`src/rtl/key_pkg.sv`:
```
// Shared types and constants for the push-button conditioner.
package key_pkg;

   typedef enum logic [1:0] {
      IDLE,
      PRESSED,
      REPEAT
   } key_state_e;

   localparam int unsigned DEB_CYCLES_DEF    = 50000;
   localparam int unsigned REPEAT_DELAY_DEF  = 25000000;
   localparam int unsigned REPEAT_PERIOD_DEF = 5000000;

   localparam int unsigned DEB_CYCLES_SIM    = 4;
   localparam int unsigned REPEAT_DELAY_SIM  = 20;
   localparam int unsigned REPEAT_PERIOD_SIM = 8;

   // Counter width able to hold n-1, never narrower than one bit.
   function automatic int cnt_w(input int unsigned n);
      return (n > 1) ? $clog2(n) : 1;
   endfunction

endpackage

```
`src/rtl/key_lane.sv`:
```
// One key lane: synchronizer, debounce, press/hold FSM and strobes.
module key_lane
   import key_pkg::*;
#(
   parameter bit          ACTIVE_LOW    = 1'b1,
   parameter int unsigned DEB_CYCLES    = DEB_CYCLES_DEF,
   parameter bit          REPEAT_EN     = 1'b1,
   parameter int unsigned REPEAT_DELAY  = REPEAT_DELAY_DEF,
   parameter int unsigned REPEAT_PERIOD = REPEAT_PERIOD_DEF
) (
   input  logic clk,
   input  logic rst_n,
   input  logic key_i,
   output logic level_o,
   output logic press_o,
   output logic release_o,
   output logic repeat_o
);

   localparam int unsigned HOLD_MAX =
      (REPEAT_DELAY > REPEAT_PERIOD) ? REPEAT_DELAY : REPEAT_PERIOD;
   localparam int DEB_W  = cnt_w(DEB_CYCLES);
   localparam int HOLD_W = cnt_w(HOLD_MAX);

   localparam logic [DEB_W-1:0]  DEB_LAST = DEB_W'(DEB_CYCLES - 1);
   localparam logic [HOLD_W-1:0] DLY_LAST = HOLD_W'(REPEAT_DELAY - 1);
   localparam logic [HOLD_W-1:0] PER_LAST = HOLD_W'(REPEAT_PERIOD - 1);

   logic [1:0]        sync_q;
   logic [DEB_W-1:0]  deb_q, deb_d;
   logic              lvl_q, lvl_d;
   key_state_e        state_q, state_d;
   logic [HOLD_W-1:0] hold_q, hold_d;
   logic              press_q, press_d;
   logic              rel_q, rel_d;
   logic              rep_q, rep_d;
   logic              rise, fall;

   // Level flips only after DEB_CYCLES consecutive mismatching samples.
   always_comb begin
      lvl_d = lvl_q;
      deb_d = '0;
      if (sync_q[1] != lvl_q) begin
         if (deb_q == DEB_LAST) begin
            lvl_d = ~lvl_q;
         end else begin
            deb_d = deb_q + 1'b1;
         end
      end
   end

   assign rise = lvl_d & ~lvl_q;
   assign fall = ~lvl_d & lvl_q;

   always_comb begin
      state_d = state_q;
      hold_d  = hold_q;
      press_d = 1'b0;
      rel_d   = 1'b0;
      rep_d   = 1'b0;
      unique case (state_q)
         IDLE: begin
            hold_d = '0;
            if (rise) begin
               state_d = PRESSED;
               press_d = 1'b1;
            end
         end
         PRESSED: begin
            if (fall) begin
               state_d = IDLE;
               rel_d   = 1'b1;
               hold_d  = '0;
            end else if (hold_q == DLY_LAST) begin
               hold_d = '0;
               if (REPEAT_EN) begin
                  state_d = REPEAT;
                  rep_d   = 1'b1;
               end
            end else begin
               hold_d = hold_q + 1'b1;
            end
         end
         REPEAT: begin
            // A release on the terminal-count edge wins over the repeat.
            if (fall) begin
               state_d = IDLE;
               rel_d   = 1'b1;
               hold_d  = '0;
            end else if (hold_q == PER_LAST) begin
               hold_d = '0;
               rep_d  = 1'b1;
            end else begin
               hold_d = hold_q + 1'b1;
            end
         end
         default: begin
            state_d = IDLE;
            hold_d  = '0;
         end
      endcase
   end

   always_ff @(posedge clk or negedge rst_n) begin
      if (!rst_n) begin
         sync_q  <= '0;
         deb_q   <= '0;
         lvl_q   <= 1'b0;
         state_q <= IDLE;
         hold_q  <= '0;
         press_q <= 1'b0;
         rel_q   <= 1'b0;
         rep_q   <= 1'b0;
      end else begin
         sync_q  <= {sync_q[0], key_i ^ ACTIVE_LOW};
         deb_q   <= deb_d;
         lvl_q   <= lvl_d;
         state_q <= state_d;
         hold_q  <= hold_d;
         press_q <= press_d;
         rel_q   <= rel_d;
         rep_q   <= rep_d;
      end
   end

   assign level_o   = lvl_q;
   assign press_o   = press_q;
   assign release_o = rel_q;
   assign repeat_o  = rep_q;

endmodule

```
`src/rtl/key_conditioner.sv`:
```
// Push-button conditioner: NKEYS independent debounced lanes with
// press, release and auto-repeat strobes.
module key_conditioner
   import key_pkg::*;
#(
   parameter int unsigned NKEYS         = 3,
   parameter bit          ACTIVE_LOW    = 1'b1,
   parameter int unsigned DEB_CYCLES    = DEB_CYCLES_DEF,
   parameter bit          REPEAT_EN     = 1'b1,
   parameter int unsigned REPEAT_DELAY  = REPEAT_DELAY_DEF,
   parameter int unsigned REPEAT_PERIOD = REPEAT_PERIOD_DEF
) (
   input  logic             clk,
   input  logic             rst_n,
   input  logic [NKEYS-1:0] key_in,
   output logic [NKEYS-1:0] key_level,
   output logic [NKEYS-1:0] key_press,
   output logic [NKEYS-1:0] key_release,
   output logic [NKEYS-1:0] key_repeat
);

   for (genvar i = 0; i < NKEYS; i++) begin : g_lane
      key_lane #(
         .ACTIVE_LOW   (ACTIVE_LOW),
         .DEB_CYCLES   (DEB_CYCLES),
         .REPEAT_EN    (REPEAT_EN),
         .REPEAT_DELAY (REPEAT_DELAY),
         .REPEAT_PERIOD(REPEAT_PERIOD)
      ) u_lane (
         .clk      (clk),
         .rst_n    (rst_n),
         .key_i    (key_in[i]),
         .level_o  (key_level[i]),
         .press_o  (key_press[i]),
         .release_o(key_release[i]),
         .repeat_o (key_repeat[i])
      );
   end

endmodule
```
`config.mk`:
```
export PLATFORM = sky130hd
export DESIGN_NAME = key_conditioner
export DESIGN_NICKNAME = d
export VERILOG_FILES = /design/src/rtl/key_pkg.sv /design/src/rtl/key_lane.sv /design/src/rtl/key_conditioner.sv
export SDC_FILE = /design/constraint.sdc
export NUM_CORES = 1
export LEC_CHECK = 0
export ABC_AREA = 1
export BUFFER_PORTS_ARGS = -buffer_cell sky130_fd_sc_hd__buf_4
export CAP_MARGIN = 20
export CORE_ASPECT_RATIO = 2
export CORE_MARGIN = 2
export CORE_UTILIZATION = 60
export CTS_BUF_LIST = sky130_fd_sc_hd__clkbuf_4 sky130_fd_sc_hd__clkbuf_8
export CTS_CLUSTER_DIAMETER = 80
export DETAILED_ROUTE_END_ITERATION = 8
export PLACE_DENSITY = 0.88
export SYNTH_ARGS = -nofsm -noshare
export SYNTH_HDL_FRONTEND = slang
export SYNTH_SLANG_ARGS = --single-unit
```
`constraint.sdc`:
```
create_clock -name clk -period 1.77 [get_ports clk]
set_input_delay 0.0885 -clock clk [delete_from_list [all_inputs] [get_ports clk]]
set_output_delay 0.0885 -clock clk [all_outputs]
set_load 0.1 [all_outputs]
```
==> impl_results.md <==
* Nets at 1190
* Worst skew pair latency at 0.45 ns
* Most frequent cell after synthesis: nor2_1
* DRC at 0
* GR Layer Usage met3 at 4.86%
* Hold Crit Class: input pin to async pin
* Die W at 86.7 um
* Synth Cell Area at 0.00820 sq mm
* Clock root buffer: clkbuf_8
* Routed vias at 7536
* Yosys cell types at 35
* Hold WS at 0.105 ns
* Initial Utilization at 61.1%
* Met1 usage at 25.0%
* Final WL at 20500 um
* Syn Area/Cell at 7.50 sq um
* Worst slack, placed at -0.0560 ns
* Final Slew Violations at 0
* Finished Cell Area at 0.00958 sq mm
* Pin count of the biggest net entering global routing at 56
* Crit path launch: g_lane[1].u_lane.deb_q[0]
* Sequential area share after synthesis at 44.8%
* First-pass GRT wire length at 31500 um
* CTS H-tree depth at 4
* Final worst-path cycle share at 98.4%
* Worst flop-to-flop path startpoint: g_lane[1].u_lane.deb_q[0]
* Critical path class: flip-flop to flip-flop
* Worst slew pin tran at 0.735 ns
* Pre-Repair DR Iteration Count at 5
* Die area at 0.0147 sq mm
* CTS tree: built
* Ratio of cells with drive above 1 in the final layout at 15.3%
* Max Clk Rate at 0.574 GHz
* Max Cap Violations at 0
* # setup viols final at 0
* Routability-driven placement congestion ratio at 0.942
* Core area at 0.0134 sq mm
* LEAKAGE at 4.18 nW
* Area Growth Syn to Fin at 16.8%
* Post-Syn Instances at 1094
* Clk sinks at 147
* 1st-iter DRT viols at 499
* Vias/cell at 5.64
* CP startpoint kind: flip-flop
* # diodes at 0
* Post-synth top cells: nor2_1 (249), nand2_1 (222), dfrtp_1 (147)
* Longest Clk Path Bufs at 2
* Detail Route Antenna Nets at 0
* CP Data Arrival Time at 2.08 ns
* Area after DPL at 0.00873 sq mm
* EDFF count, synth at 0
* PortBufs at 16
* Utilization after layout at 71.3%
* Maximum vdd drop at 0.485 mV
* Synth Warn # at 0
* Synth Flop Type: dfrtp_1
* Num ports at 17
* Yosys top cell area share at 44.8%
* Met2 Use GR at 52.5%
* Reg2Reg Setup Slack at 0.03 ns
* DR WL/cell at 15.3 um
* Yosys reg bits at 147
* Post-synth ARST share at 100%
* Placement row count at 60
* Minimum clock period at 1.74 ns
* Fin worst setup slack at 0.0290 ns
* Critical Path RT at 2.11 ns
* Syn_nets at 1114
* Top post-synthesis cells by area: dfrtp_1 (45%), nor2_1 (11%), nand2_1 (10%)
* Post-synth top area cell: dfrtp_1
* Worst setup EP type: flip-flop
* Worst-path clk slew at 0.08 ns
* Filler cell count at 937
* Final HPWL DP at 13800 um
* GRT busiest layer: met2
* Clock Skews at 0.0160 ns
* Hold Fails Final Rpt at 0
* Relative slew slack at 51.0%
* Power Total at 6.21 mW
* Total CTS buffers at 17
* Outcome: complete, no violations
* Vias in the first global route at 7421
* CP Max Fanout at 3
* Tot GR Track Use at 27.0%
* PwrDens at 649 mW/mm^2
* Antenna violations before repair at 0
* Die span in y at 169 um
* Grt total ovfl at 0
[cell families after synthesis]
kind of cell,after synthesis,share of synthesized area [%]
compound gates,60,4.04
xor+xnor,55,5.87
fa+ha+maj,15,2.29
buf+inv,160,8.48
flops,147,44.8
simple gates,657,34.5
[sequential cells by signal (all words and copies together), names as in the netlist]
name and flops:
g_lane.u_lane.sync_q 6, g_lane.u_lane.press_o 3, g_lane.u_lane.repeat_o 3, g_lane.u_lane.release_o 3
g_lane.u_lane.state_q 6, g_lane.u_lane.level_o 3, g_lane.u_lane.hold_q 75, g_lane.u_lane.deb_q 48
[per-stage QoR]
stage / instances / TNS (ns)
CTS: 1325 / 0
floorplan: 1094 / 0
finish: 1336 / 0
global route: 1336 / -0.272
detailed placement: 1291 / -1.05
global placement: 1291 / -0.00726
[where the power goes]
part           total [mW]  switching (mW)  internal [mW]
Combinational       0.178           0.116         0.0620
Sequential           3.40          0.0217           3.38
Clock                2.64            1.23           1.40
[worst paths after layout]
kind / to / depth (start not counted)
max in group asynchronous: g_lane[2].u_lane.deb_q[12] / 3
min reg2reg: g_lane[0].u_lane.sync_q[1] / 0
min: g_lane[0].u_lane.release_o / 2
max: g_lane[1].u_lane.deb_q[14] / 10
min in group clk: g_lane[0].u_lane.sync_q[0] / 3
max reg2reg: g_lane[1].u_lane.deb_q[14] / 10
[final cells by class]
type / instances / area, sq um / share of cell area [%]
Clock buffer: 22 / 297 / 3.10
Clock inverter: 8 / 103 / 1.07
Inverter: 141 / 529 / 5.52
Multi-Input combinational cell: 792 / 4180 / 43.6
Sequential cell: 147 / 3680 / 38.4
Tap cell: 155 / 194 / 2.02
Timing Repair Buffer: 71 / 602 / 6.28
[critical path, cell delays in order (launching register included)]
cell and delay [ns]:
dfrtp_1 0.42, ha_4 0.17, nand3_2 0.11, buf_4 0.18
inv_1 0.09, nand3_2 0.10, nor2_2 0.16, nand2_2 0.08
nor2_4 0.14, a21o_1 0.13, nor2_1 0.04
[layer usage]
| metal | vias to the layer above | share of wire (%) |
|---|---|---|
| met4 | 0 | 6.0 |
| met3 | 123 | 4.0 |
| met2 | 288 | 56 |
| li1 | 3599 | - |
| met1 | 3526 | 34 |
| met5 | - | 0 |
[placed cells by master (no fill, tap or decap), types with 4 or more instances in the layout]
cell type      count
nor4_1             4
o21a_1             5
nand3_1           67
a21oi_1           20
nand2_2           12
ha_1               9
nor2_1           232
inv_1            138
dlygate4sd3_1      4
o21ai_0           25
xor2_1            35
nor2_4            11
nand2_8            6
nand2_1          217
nor2_2            22
nand3_2           12
dfrtp_1          147
clkbuf_8          21
ha_4               4
nand2_4            4
nor3b_1            4
nor3_1            37
xnor2_1           20
buf_4             62
nand4_1           24
[repair_timing]
| action | CTS | global route |
|---|---|---|
| hold endpoints to repair | 150 | 0 |
| gates cloned | 0 | 6 |
| setup buffers | 0 | 5 |
| gates resized for setup | 6 | 59 |
| endpoints found under the setup margin | 52 | 98 |
| pin swaps | 0 | 14 |
| hold buffers | 4 | 0 |
No activity file was read; power rests on OpenSTA's default activity.
